[config.mk]
export PLATFORM = sky130hd
export DESIGN_NAME = signed_to_bcd
export DESIGN_NICKNAME = d
export VERILOG_FILES = /design/src/rtl/signed_to_bcd.sv
export SDC_FILE = /design/constraint.sdc
export NUM_CORES = 1
export LEC_CHECK = 0
export CORE_ASPECT_RATIO = 0.75
export CORE_UTILIZATION = 56
export CTS_BUF_LIST = sky130_fd_sc_hd__clkbuf_16
export CTS_CLUSTER_DIAMETER = 80
export DETAILED_ROUTE_END_ITERATION = 7
export PLACE_DENSITY = 0.82
export SETUP_SLACK_MARGIN = 0.4
export SLEW_MARGIN = 0
export SYNTH_ARGS = -nofsm -noshare
export SYNTH_HDL_FRONTEND = slang
export SYNTH_SLANG_ARGS = --single-unit
[constraint.sdc]
create_clock -name clk_i -period 2.54 [get_ports clk_i]
set_input_delay 0.254 -clock clk_i [delete_from_list [all_inputs] [get_ports clk_i]]
set_output_delay 0.254 -clock clk_i [all_outputs]
set_load 0.03 [all_outputs]
[src/rtl/signed_to_bcd.sv]
// Signed 8-bit to sign + 3-digit BCD converter using shift-and-add-3, one bit per clock.
// Digits and sign are registered only at completion, so the display never sees partial results.
//
// state | meaning
// IDLE  | waiting for start_i; last result held on outputs
// CONV  | eight shift-and-add-3 steps in progress
module signed_to_bcd (
  input  logic       clk_i,
  input  logic       rst_n_i,
  input  logic       start_i,
  input  logic [7:0] ai_i,
  output logic       busy_o,
  output logic       done_o,
  output logic       sign_o,
  output logic [3:0] hund_o,
  output logic [3:0] tens_o,
  output logic [3:0] ones_o
);

  typedef enum logic {IDLE, CONV} state_t;

  state_t      state_q, state_d;
  logic [2:0]  cnt_q, cnt_d;
  logic [19:0] work_q, work_d;
  logic        sign_cap_q, sign_cap_d;
  logic        done_q, done_d;
  logic        sign_q, sign_d;
  logic [3:0]  hund_q, hund_d;
  logic [3:0]  tens_q, tens_d;
  logic [3:0]  ones_q, ones_d;

  logic [7:0]  mag;
  logic [11:0] bcd_adj;
  logic [19:0] shifted;

  function automatic logic [3:0] add3(input logic [3:0] n);
    return (n >= 4'd5) ? n + 4'd3 : n;
  endfunction

  always_comb begin
    // 0x80 negates to itself and is read as unsigned 128
    mag     = ai_i[7] ? (~ai_i + 8'd1) : ai_i;
    bcd_adj = {add3(work_q[19:16]), add3(work_q[15:12]), add3(work_q[11:8])};
    shifted = {bcd_adj[10:0], work_q[7:0], 1'b0};
  end

  always_comb begin
    state_d    = state_q;
    cnt_d      = cnt_q;
    work_d     = work_q;
    sign_cap_d = sign_cap_q;
    done_d     = 1'b0;
    sign_d     = sign_q;
    hund_d     = hund_q;
    tens_d     = tens_q;
    ones_d     = ones_q;
    unique case (state_q)
      IDLE: begin
        if (start_i) begin
          sign_cap_d = ai_i[7];
          work_d     = {12'd0, mag};
          cnt_d      = 3'd0;
          state_d    = CONV;
        end
      end
      CONV: begin
        work_d = shifted;
        cnt_d  = cnt_q + 3'd1;
        if (cnt_q == 3'd7) begin
          hund_d  = shifted[19:16];
          tens_d  = shifted[15:12];
          ones_d  = shifted[11:8];
          sign_d  = sign_cap_q;
          done_d  = 1'b1;
          state_d = IDLE;
        end
      end
      default: state_d = IDLE;
    endcase
  end

  always_ff @(posedge clk_i) begin
    if (!rst_n_i) begin
      state_q    <= IDLE;
      cnt_q      <= 3'd0;
      work_q     <= 20'd0;
      sign_cap_q <= 1'b0;
      done_q     <= 1'b0;
      sign_q     <= 1'b0;
      hund_q     <= 4'd0;
      tens_q     <= 4'd0;
      ones_q     <= 4'd0;
    end else begin
      state_q    <= state_d;
      cnt_q      <= cnt_d;
      work_q     <= work_d;
      sign_cap_q <= sign_cap_d;
      done_q     <= done_d;
      sign_q     <= sign_d;
      hund_q     <= hund_d;
      tens_q     <= tens_d;
      ones_q     <= ones_d;
    end
  end

  assign busy_o = (state_q == CONV);
  assign done_o = done_q;
  assign sign_o = sign_q;
  assign hund_o = hund_q;
  assign tens_o = tens_q;
  assign ones_o = ones_q;

endmodule

; Word-level counts from Yosys, hierarchy flattened
; Index checks and enable logic that the tools add are counted.
[op_classes]
magnitude_cmp = 3
eq_ne = 2
n_addsub = 5
n_mux = 12
reduce_logical = 3
n_bitwise = 2
[op_table]
columns = op, n
row1 = 20-bit case mux with 2 select lines, 1
row2 = 20-bit two-way mux, 1
row3 = "4-bit by 3-bit greater-or-equal comparator with 1-bit output, second input constant", 3
row4 = "4-bit by 2-bit adder with 4-bit output, second input constant", 2
row5 = "8-bit by 1-bit adder with 8-bit output, second input constant", 1
row6 = 4-bit two-way mux, 2
row7 = 8-bit two-way mux, 1
row8 = 8-bit NOT, 1
row9 = 3-bit two-way mux, 2
row10 = 3-bit case mux with 2 select lines, 1
row11 = 2-bit AND reduction, 3
row12 = "3-bit by 1-bit adder with 3-bit output, second input constant", 1
row13 = "3-bit by 2-bit adder with 3-bit output, second input constant", 1
row14 = "3-bit == test, second input constant", 1
row15 = 1-bit two-way mux, 3
row16 = "2-bit inequality test, second input constant", 1
row17 = 1-bit case mux with 2 select lines, 1
row18 = 1-bit NOT, 1
[totals]
out_inout_bits = 15
input_bits = 11
word_cells = 36
reg_bits = 39

; Longest topological paths before layout
; Gate-level depths: netlist of run 1.
[depth]
ltp_word = 5
mapped_depth = 6
ltp_nobuf = 6

; Worst setup path before layout of run 1
; Ideal clock, no wire load.
[synth_path]
kind = register to register
from = register work_q[16]
to = register hund_q[2], in the netlist hund_o[2]
n_path_buf = 0
required_time_ns = 2.466
arrival_time_ns = 1.455
period_less_slack_ns = 1.529
slack_ns = 1.011
path_stages_with_launch = 7
setup_ns = 0.074
cell_sequence = dfxtp_1 > inv_1 > ha_1 > nand2b_1 > a21oi_1 > mux2_2 > o21ai_0
[synth_via]
elab_chain_cells = 2
word_cells_on_any_way = 3
classes_between = add/sub: 1 / order compare: 1 / mux: 1
[synth_lines]
columns = element, line
row1 = from (decl), 24  ; logic [19:0] work_q, work_d;
row2 = from (signal assigned), 96  ; work_q <= work_d;
row3 = 4-bit by 3-bit greater-or-equal comparator with 1-bit output / 3-bit by 2-bit adder with 3-bit output (equally long branches), 37  ; return (n >= 4'd5) ? n + 4'd3 : n;
row4 = 3-bit two-way mux *, 37
row5 = to (signal assigned), 100  ; hund_q <= hund_d;
row6 = to (decl), 28  ; logic [3:0] hund_q, hund_d;
; Mark *: on every way between the ends. The rest lies on a longest branch, timed or not.
; A chain may end at the register's enable or synchronous reset.

; Worst setup path after layout of run 1
[layout_path]
from = register state_q, in the netlist busy_o
to = output port busy_o
[layout_lines]
columns = element, line
row1 = from (decl), 22  ; state_t state_q, state_d;
row2 = from (signal assigned), 94  ; state_q <= state_d;
row3 = to (decl), 12  ; output logic busy_o,
; No word-level cell between the ends.

==> results of run 1 <==
[per-stage QoR]
step / area (µm²) / hold slack [ns]
floorplan: 1813 / 0.4011
global placement: 2105 / 0.4349
detailed placement: 2105 / 0.4444
CTS: 2233 / 0.4568
global route: 2233 / 0.4691
finish: 2233 / 0.4490
[cell usage in the layout, fill, tap and decap left out, drive strengths merged, types with 3 or more instances in the layout]
cell | Yosys | layout
nor2b | 4 | 4
clkbuf | 4 | 5
clkdlybuf4s50 | 0 | 25
inv | 13 | 14
nor2 | 10 | 10
nand2 | 14 | 14
nand2b | 5 | 5
dfxtp | 39 | 39
mux2i | 3 | 3
nor3b | 15 | 15
o21ai | 19 | 19
nand3 | 5 | 5
xnor2 | 6 | 6
o32ai | 7 | 7
ha | 9 | 9
buf | 7 | 4
o22ai | 4 | 4
mux2 | 3 | 3
a21oi | 21 | 21
[per-layer routing]
metal  up-vias  GRT usage (%)  wire length [µm]
met1       733          33.93              1890
li1        775              -                 -
met3         7          7.143               160
met4         0          12.77                67
met2        31          43.56              1873
met5         -              0                 0
[cells by family after synthesis]
family	count (synthesis)	synth area share, %
muxes	6	3.520
AOI/OAI and AO/OA	60	20.01
adders and majority gates	9	6.211
buffers and inverters	24	5.383
xor gates and xnor gates	8	3.865
and+or+nand+nor	59	17.94
DFF	39	43.06
[layout make-up]
cell class | instances | area, µm² | share of cell area, %
well taps | 38 | 47.55 | 2.129
repair buffers | 29 | 292.8 | 13.11
clock buffers | 5 | 125.1 | 5.602
multi-input cells | 142 | 934.6 | 41.85
clock inverters | 1 | 3.754 | 0.1681
inverters | 13 | 48.80 | 2.185
flip-flops and latches | 39 | 780.7 | 34.96
[path summary, 6_finish.rpt]
path	startpoint	endpoint	slack, ns
worst min-delay path	tens_o[0]$_SDFFE_PN0P_	tens_o[0]$_SDFFE_PN0P_	0.45
worst max register to register	work_q[16]$_SDFFE_PN0P_	hund_o[2]$_SDFFE_PN0P_	0.78
worst max-delay path	busy_o$_SDFF_PN0_	busy_o	0.57
worst min register to register	tens_o[0]$_SDFFE_PN0P_	tens_o[0]$_SDFFE_PN0P_	0.45
[sequential cells by signal, indices dropped and copies added, names as in the netlist]
register	cells
sign_cap_q	1
done_o	1
cnt_q	3
hund_o	4
tens_o	4
ones_o	4
busy_o	1
work_q	20
sign_o	1
[power by group]
| part | internal [mW] | total (mW) | switching, mW | leakage [nW] |
|---|---|---|---|---|
| Clock | 0.348 | 0.560 | 0.212 | 0.0669 |
| Combinational | 0.0495 | 0.108 | 0.0587 | 0.405 |
| Sequential | 0.625 | 0.637 | 0.0115 | 0.316 |
==> flow_summary.json, run 1 <==
{
  "critPathMaxFanout": 13,
  "diodes": 0,
  "synth_ff_type": "dfxtp_1",
  "synth_cells": 205,
  "worst_path_max_delay_cell": "clkdlybuf4s50_1",
  "crit_arrival_ns": 1.72,
  "layout.cells.non_filler": 267,
  "rows": 17,
  "wire_per_inst_um": 14.95,
  "synth_enable_flop_cells": 0,
  "drv_slew": 0,
  "synth_area_leaders": "dfxtp_1 (43%), ha_1 (6.2%), nor3b_1 (6.2%)",
  "die_h_um": 51.28,
  "synth_warnings": 0,
  "fmax_mhz": 506.8,
  "antenna_found_initial": 0,
  "post_cts_buffers": 0,
  "synth_cell_type_count": 33,
  "start_kind": "flop",
  "min_path_type": "reg -> reg",
  "synth_commonest_cells": "dfxtp_1 (39), a21oi_1 (21), o21ai_0 (18)",
  "initialDrtViolationCount": 106,
  "post-place-ws_ns": 0.6020,
  "gp_congestion": 0.8677,
  "yosysTopAreaCellShare_pct": 43.06,
  "path_buf_inv": 1,
  "vias_per_cell": 5.790,
  "syn_area_um2": 1813,
  "holdPathStages": 2,
  "overflow": 0,
  "nets": 250,
  "hpwlAfterDp_um": 2813,
  "cp.depth": 1,
  "syn-mean-instance-area_um2": 8.844,
  "status": "finished clean",
  "clockBufferDepth": 2,
  "cts_htree_levels": 2,
  "syn-num-nets": 225,
  "skew_ns": 0.004650,
  "cp_data_required_time_ns": 2.29,
  "end_kind": "output port",
  "async_reset_ff_share_pct": 0,
  "via_count": 1546,
  "die-width_um": 67.70,
  "ctsHoldBuffers": 0,
  "setup_viol": 0,
  "yosys_register_bits": 39,
  "power_density_nw_per_um2": 584.3,
  "grt_first_pass_wirelength_um": 6803,
  "yosys.area.top_type": "dfxtp_1",
  "grt_max_degree": 29,
  "ant_nets": 0,
  "peakVddDrop_uv": 369.9,
  "cap_violations": 0,
  "io_pins": 26,
  "cellLeakagePower_nw": 0.7875,
  "grt_pass1_vias": 1463,
  "clock_latency_ns": 0.28,
  "rsz0062_at_grt": "false",
  "die_area_um2": 3471,
  "tightest_slew_ns": 0.5435,
  "fin_tns_setup_ns": 0,
  "yosysSeqAreaShare_pct": 43.06,
  "nFillCells": 230,
  "clk_pin_slew_ns": 0.05,
  "finalWorstSetupSlack_ns": 0.5667,
  "critical_path_class": "reg -> out",
  "numCtsBuffers": 5,
  "cp_top_family": "buffers and inverters",
  "cts-root-buf": "clkbuf_16",
  "slew_headroom_pct": 63.72,
  "post_cts_resized": 0,
  "crit_path_max_incr_delay_ns": 0.78,
  "start_util_pct": 60.02,
  "numClockSinks": 39,
  "finalCriticalPeriod_ns": 1.973,
  "final_hold_viol_count": 0,
  "final_util_pct": 73.94,
  "path_cells": "clkdlybuf4s50_1",
  "drive_gt1_share_pct": 6.114,
  "area_growth_pct": 23.19,
  "dpl.cell_count": 261,
  "drt_wl_total_um": 3991,
  "synth.most_common_cell": "dfxtp_1",
  "tritoncts": "built",
  "reg2regPathDepth": 6,
  "io_buffer_count": 25,
  "drt_pass1_iterations": 4,
  "finalPower_mw": 1.305,
  "finalCritPeriodShare_pct": 77.69,
  "drc": 0,
  "core_um2": 3020,
  "grt_usage_pct": 27.30
}
Note: power is estimated with default switching activity, not from simulation.
==> inputs of run 2 (changes only) <==
--- a/config.mk
+++ b/config.mk
@@ -6,11 +6,11 @@
 export NUM_CORES = 1
 export LEC_CHECK = 0
 export CORE_ASPECT_RATIO = 0.75
-export CORE_UTILIZATION = 56
+export CORE_UTILIZATION = 48
 export CTS_BUF_LIST = sky130_fd_sc_hd__clkbuf_16
 export CTS_CLUSTER_DIAMETER = 80
 export DETAILED_ROUTE_END_ITERATION = 7
-export PLACE_DENSITY = 0.82
+export PLACE_DENSITY = 0.75
 export SETUP_SLACK_MARGIN = 0.4
 export SLEW_MARGIN = 0
 export SYNTH_ARGS = -nofsm -noshare
==> constraint.sdc (replaced) <==
create_clock -name clk_i -period 1.8 [get_ports clk_i]
set_input_delay 0.18 -clock clk_i [delete_from_list [all_inputs] [get_ports clk_i]]
set_output_delay 0.18 -clock clk_i [all_outputs]
set_load 0.03 [all_outputs]
==> run 2 against run 1 <==
Non-clock buffer count rose by 20. Global-route usage fell by 3.2 points. Critical endpoint is now work_q[17]$_SDFFE_PN0P_. Wire length increased by 20%. Utilization grew 1.5 points. Power up 46%. Clock power up 49%. Register-to-register slack lost 0.41 ns. Cell count rose by 13%. Flip-flop and latch count unchanged. Worst hold slack lost 0.087 ns.
==> flow_summary.json, run 2 (synthesized netlist as in run 1, its figures left out) <==
{
  "status": "finished clean",
  "diodes": 0,
  "finalCritPeriodShare_pct": 79.25,
  "start_util_pct": 52.61,
  "rsz0062_at_grt": "true",
  "peakVddDrop_uv": 671.2,
  "drc": 0,
  "die_h_um": 55.23,
  "drv_slew": 0,
  "area_growth_pct": 43.34,
  "cts_htree_levels": 2,
  "finalCriticalPeriod_ns": 1.426,
  "critPathMaxFanout": 3,
  "start_kind": "flop",
  "reg2regPathDepth": 6,
  "final_area_um2": 2599,
  "grt_max_degree": 23,
  "clock_latency_ns": 0.28,
  "reg2reg_from": "work_q[16]$_SDFFE_PN0P_",
  "power_density_nw_per_um2": 731.1,
  "end_kind": "flop",
  "tritoncts": "built",
  "fmax_mhz": 701.0,
  "cp_data_required_time_ns": 1.98,
  "io_pins": 26,
  "hpwlAfterDp_um": 2896,
  "regMostFlops": "work_q",
  "grt_first_pass_wirelength_um": 7493,
  "cap_violations": 0,
  "critical_path_class": "reg -> reg",
  "cellLeakagePower_nw": 1.023,
  "place_area_um2": 2190,
  "clk_pin_slew_ns": 0.06,
  "skew_ns": 0.005002,
  "largest_reg_flops": 20,
  "die-width_um": 72.97,
  "tightest_slew_ns": 0.3720,
  "via_count": 1735,
  "crit_arrival_ns": 1.61,
  "core_um2": 3446,
  "io_buffer_count": 25,
  "cp-endpoint": "work_q[17]$_SDFFE_PN0P_",
  "cts-root-buf": "clkbuf_16",
  "ant_nets": 0,
  "wire_per_inst_um": 15.94,
  "antenna_found_initial": 0,
  "numClockSinks": 39,
  "grt_usage_pct": 24.08,
  "vias_per_cell": 5.764,
  "slew_headroom_pct": 74.97,
  "cp-startpoint": "work_q[16]$_SDFFE_PN0P_",
  "final_cell_mix": "dfxtp_1 (34), buf_4 (24), a21oi_1 (17), dlygate4sd2_1 (16)",
  "die_area_um2": 4029,
  "drt_pass1_iterations": 4,
  "min_path_type": "in -> reg",
  "grt_pass1_vias": 1568,
  "r2r-end": "work_q[17]$_SDFFE_PN0P_",
  "nets": 270,
  "overflow": 0,
  "initialDrtViolationCount": 97,
  "fin_tns_setup_ns": 0,
  "clockBufferDepth": 2,
  "rows": 18,
  "numCtsBuffers": 5,
  "gp_congestion": 0.8313,
  "drive_gt1_share_pct": 27.09,
  "rrSetupSlack_ns": 0.37,
  "layout_commonest_cell": "dfxtp_1",
  "setup_viol": 0,
  "final_hold_viol_count": 0,
  "drt_wl_total_um": 4799
}
-- run 2: repair_timing --
| action | 4_1_cts | 5_1_grt |
|---|---|---|
| endpoints found under the setup margin | 26 | 19 |
| buffers inserted | 6 | 7 |
| hold buffers | 0 | 0 |
| resized for setup | 49 | 14 |
| pin swaps | 8 | 5 |
| gates cloned | 0 | 1 |
-- run 2: final cells by class --
class,count,area [µm²]
inverters,13,61.31
multi-input cells,142,1134
flip-flops and latches,39,789.5
repair buffers,49,414.1
well taps,50,62.56
clock inverters,3,12.51
fillers,240,847.1
clock buffers,5,125.1
-- run 2: worst min path at each step --
stage | depth (start not counted) | start | slack [ns] | endpoint
global placement | 2 | tens_o[3]$_SDFFE_PN0P_ | 0.43 | tens_o[3]$_SDFFE_PN0P_
global route | 3 | ai_i[3] | 0.39 | work_q[3]$_SDFFE_PN0P_
detailed placement | 2 | hund_o[3]$_SDFFE_PN0P_ | 0.44 | hund_o[3]$_SDFFE_PN0P_
floorplan | 2 | ai_i[0] | 0.33 | work_q[0]$_SDFFE_PN0P_
CTS | 3 | ai_i[0] | 0.40 | work_q[0]$_SDFFE_PN0P_
finish | 3 | ai_i[3] | 0.36 | work_q[3]$_SDFFE_PN0P_
-- run 2: power by group --
group | internal (mW) | total (mW) | switching [mW]
sequential | 0.880 | 0.892 | 0.0116
clock | 0.500 | 0.834 | 0.334
combinational | 0.0764 | 0.174 | 0.0981
-- run 2: routing by layer --
layer | routed length (µm) | part of all wire, % | up-vias | global-route usage [%]
li1 | - | - | 825 | -
met1 | 2121 | 44 | 834 | 32.64
met2 | 2338 | 49 | 68 | 38.05
met3 | 276 | 5.8 | 8 | 4.745
met4 | 63 | 1.3 | 0 | 8.403
met5 | 0 | 0 | - | 0
-- run 2: critical path, cell delays in order, from the launching register on --
cell,delay (ns)
dfxtp_4,0.39
inv_4,0.04
ha_4,0.16
nand2b_4,0.07
a21oi_4,0.06
or4b_1,0.52
o311ai_1,0.09
-- run 2: metrics by stage --
stage	utilization (%)	cells	power, mW	hold slack (ns)	setup WS, ns
3_5_place_dp	63.54	279	1.072	0.4425	0.07041
4_1_cts	72.08	293	1.895	0.4036	0.3844
3_3_place_gp	63.54	279	1.068	0.4345	0.1059
5_1_grt	75.42	301	1.968	0.3862	0.3454
2_1_floorplan	-	205	1.006	0.3271	0.3887
6_report	75.42	301	1.900	0.3619	0.3735
==> inputs of run 3 (changes only) <==
--- a/config.mk
+++ b/config.mk
@@ -6,11 +6,11 @@
 export NUM_CORES = 1
 export LEC_CHECK = 0
 export CORE_ASPECT_RATIO = 0.75
-export CORE_UTILIZATION = 48
+export CORE_UTILIZATION = 53
 export CTS_BUF_LIST = sky130_fd_sc_hd__clkbuf_16
 export CTS_CLUSTER_DIAMETER = 80
 export DETAILED_ROUTE_END_ITERATION = 7
-export PLACE_DENSITY = 0.75
+export PLACE_DENSITY = 0.78
 export SETUP_SLACK_MARGIN = 0.4
 export SLEW_MARGIN = 0
 export SYNTH_ARGS = -nofsm -noshare
==> constraint.sdc (replaced) <==
create_clock -name clk_i -period 1.38 [get_ports clk_i]
set_input_delay 0.138 -clock clk_i [delete_from_list [all_inputs] [get_ports clk_i]]
set_output_delay 0.138 -clock clk_i [all_outputs]
set_load 0.03 [all_outputs]
==> run 3 against run 2 <==
The flow now stops in global routing. Synthesized area stayed put. Synthesized cell count unchanged.
==> flow_summary.json, run 3 <==
{
  "grt_repair_worst_endpoint": "work_q[17]$_SDFFE_PN0P_/D",
  "synth_cell_type_count": 33,
  "cts-root-buf": "clkbuf_16",
  "synth_ff_type": "dfxtp_1",
  "synth_warnings": 0,
  "start_util_pct": 58.78,
  "worst-ep-kind": "register input",
  "synth.most_common_cell": "dfxtp_1",
  "synth_compound_area_share_pct": 20.01,
  "clockBufferDepth": 2,
  "die_h_um": 52.65,
  "synthAdderAreaFrac_pct": 6.211,
  "synth_commonest_cells": "dfxtp_1 (39), a21oi_1 (21), o21ai_0 (18)",
  "rows": 17,
  "synth_top_family_by_area": "compound AO/OA/AOI/OAI gates",
  "yosys_register_bits": 39,
  "place_area_um2": 2506,
  "yosysSeqAreaShare_pct": 43.06,
  "numCtsBuffers": 5,
  "syn-mean-instance-area_um2": 8.844,
  "grt_max_degree": 15,
  "io_buffer_count": 25,
  "status": "did not finish",
  "firstError": "[ERROR DPL-0038] Utilization greater than 100%, impossible to legalize",
  "hpwlAfterDp_um": 3314,
  "die-width_um": 69.54,
  "cts_htree_levels": 2,
  "syn-num-nets": 225,
  "yosys.area.top_type": "dfxtp_1",
  "synth_cells": 205,
  "numClockSinks": 39,
  "syn_area_um2": 1813,
  "synthXorXnorAreaFrac_pct": 3.865,
  "synth_area_leaders": "dfxtp_1 (43%), ha_1 (6.2%), nor3b_1 (6.2%)",
  "muxShareOfSynthArea_pct": 3.520,
  "gp_congestion": 0.9202,
  "async_reset_ff_share_pct": 0,
  "ctsHoldBuffers": 0,
  "yosysTopAreaCellShare_pct": 43.06,
  "haltStage": "global routing",
  "yosys.area_share.simple_pct": 17.94,
  "synth_enable_flop_cells": 0,
  "io_pins": 26
}
-- run 3: timing repair --
item,in CTS
pin swaps,19
gates cloned,1
setup buffers,19
setup endpoints to repair,52
hold endpoints to repair,0
gates resized for setup,154
-- run 3: cells by family after synthesis --
family / Yosys count
AND/OR/NAND/NOR: 59
AO/OA/AOI/OAI: 60
XOR/XNOR: 8
buffers and inverters: 24
flip-flops: 39
adder cells (fa/ha/maj): 9
multiplexers: 6
-- run 3: stage by stage --
stage	TNS (ns)	worst slack, ns	std cells	util, %
floorplan	0	0.04010	205	-
global placement	-0.7776	-0.2321	279	81.26
detailed placement	-1.153	-0.2614	279	81.26
CTS	-0.02603	-0.02603	307	95.17
==> inputs of run 4 (changes only) <==
==> config.mk (replaced) <==
export PLATFORM = sky130hd
export DESIGN_NAME = signed_to_bcd
export DESIGN_NICKNAME = d
export VERILOG_FILES = /design/src/rtl/signed_to_bcd.sv
export SDC_FILE = /design/constraint.sdc
export NUM_CORES = 1
export LEC_CHECK = 0
export CORE_UTILIZATION = 40
export DETAILED_ROUTE_END_ITERATION = 7
export PLACE_DENSITY_LB_ADDON = 0.15
export SLEW_MARGIN = 0
export SYNTH_ARGS = -nofsm -noshare
export SYNTH_HDL_FRONTEND = slang
export SYNTH_SLANG_ARGS = --single-unit
==> run 4 against run 3 <==
The flow now finishes, with violations (setup timing).
==> flow_summary.json, run 4 (synthesized netlist as in run 1, its figures left out) <==
{
  "met2_usage_pct": 29.23,
  "final_util_pct": 62.24,
  "antenna_found_initial": 0,
  "clockBufferDepth": 2,
  "grt_pass1_vias": 1519,
  "peakVddDrop_uv": 420.7,
  "overflow": 0,
  "setup_viol": 1,
  "seq_power_share_pct": 51.4,
  "layout.cells.non_filler": 322,
  "start_util_pct": 41.64,
  "die-width_um": 69.33,
  "die_area_um2": 4806,
  "drt_pass1_iterations": 4,
  "via_count": 1642,
  "critPathMaxFanout": 4,
  "io_pins": 26,
  "critical_path_class": "reg -> reg",
  "crit_arrival_ns": 1.61,
  "gp_congestion": 0.7446,
  "drt_wl_total_um": 4053,
  "drive_gt1_share_pct": 31.85,
  "cellLeakagePower_nw": 1.103,
  "p_clk_share_pct": 37.4,
  "drc": 0,
  "layout_commonest_cell": "buf_4",
  "final_cell_mix": "buf_4 (43), dfxtp_1 (34), a21oi_1 (18), nor3b_1 (15)",
  "cp_data_required_time_ns": 1.57,
  "clock_latency_ns": 0.28,
  "end_kind": "flop",
  "p_int_mw": 1.734,
  "grt_busiest_layer": "met2",
  "post-place-ws_ns": -0.2521,
  "grt_usage_pct": 16.80,
  "numCtsBuffers": 5,
  "p_sw_uw": 523.2,
  "met1_usage_pct": 20.58,
  "power_density_nw_per_um2": 833.0,
  "fin_tns_setup_ns": -0.04333,
  "wire_per_inst_um": 12.59,
  "final_hold_viol_count": 0,
  "fmax_mhz": 702.6,
  "nets": 289,
  "status": "finished, violations left",
  "grt_first_pass_wirelength_um": 6651,
  "drv_slew": 0,
  "rsz0062_at_grt": "true",
  "cap_violations": 0,
  "ant_nets": 0,
  "use_met3_pct": 3.052,
  "numClockSinks": 39,
  "cts_htree_levels": 2,
  "area_growth_pct": 49.48,
  "die_h_um": 69.33,
  "ctsHoldBuffers": 0,
  "tritoncts": "built",
  "diodes": 0,
  "io_buffer_count": 25,
  "regMostFlops": "work_q",
  "dpl.cell_count": 311,
  "start_kind": "flop",
  "finalPower_mw": 2.257,
  "skew_ns": 0.003095,
  "vias_per_cell": 5.099,
  "violations": "setup timing",
  "grt_max_degree": 28,
  "cts-root-buf": "clkbuf_8",
  "combinationalPowerShare_pct": 11.2,
  "min_path_type": "in -> reg",
  "finalWorstSetupSlack_ns": -0.04333,
  "initialDrtViolationCount": 97,
  "slew_headroom_pct": 76.91,
  "clk_pin_slew_ns": 0.08,
  "finalCriticalPeriod_ns": 1.423,
  "hpwlAfterDp_um": 2796,
  "finalCritPeriodShare_pct": 103.1,
  "p_sw_share_pct": 23.18,
  "rows": 24,
  "nFillCells": 373,
  "tightest_slew_ns": 0.3464,
  "largest_reg_flops": 20,
  "core_um2": 4354
}
==> run 4: area by class of cell <==
cell class / count / area (µm²) / share of cell area [%]
multi-input cells: 142 / 1126 / 41.55
flip-flops and latches: 39 / 789.5 / 29.13
repair buffers: 68 / 570.5 / 21.05
clock buffers: 8 / 100.1 / 3.693
well taps: 52 / 65.06 / 2.401
inverters: 13 / 58.81 / 2.170
==> run 4: per-layer routing <==
metal	up-vias	part of all wire, %
met2	31	50
met5	-	0
met4	0	0.96
met1	752	46
li1	855	-
met3	4	3.2
==> run 4: through the flow <==
stage | hold WS, ns | area [µm²]
global placement | 0.4347 | 2451
finish | 0.2485 | 2710
global route | 0.3012 | 2710
CTS | 0.4479 | 2620
floorplan | 0.2851 | 1874
detailed placement | 0.4407 | 2451
==> run 4: power groups by stage <==
stage | registers [mW] | logic [mW] | clock network [mW]
after CTS | 1.16 | 0.255 | 0.860
after detailed placement | 1.19 | 0.249 | 0
after floorplan | 1.19 | 0.124 | 0
after global placement | 1.19 | 0.248 | 0
after global routing | 1.16 | 0.278 | 0.915
final | 1.16 | 0.253 | 0.845
==> run 4: worst paths after layout <==
| check | from | end | slack [ns] | depth (start not counted) |
|---|---|---|---|---|
| hold / removal | ai_i[1] | work_q[7]$_SDFFE_PN0P_ | 0.25 | 4 |
| setup / recovery | work_q[16]$_SDFFE_PN0P_ | work_q[17]$_SDFFE_PN0P_ | -0.04 | 6 |
| setup reg to reg | work_q[16]$_SDFFE_PN0P_ | work_q[17]$_SDFFE_PN0P_ | -0.04 | 6 |
| hold reg to reg | tens_o[2]$_SDFFE_PN0P_ | tens_o[2]$_SDFFE_PN0P_ | 0.44 | 2 |
==> run 4: worst max-delay path: stages (launching register included) <==
cell and delay [ns]:
dfxtp_4 0.39, inv_4 0.04, ha_4 0.16, nand2b_4 0.07, a21oi_4 0.07, or4b_4 0.52
o311ai_2 0.08
==> run 4: what timing repair did <==
action / CTS / global route
pin swaps: 5 / 6
setup buffers: 1 / 2
setup endpoints to repair: 25 / 19
resized for setup: 33 / 18
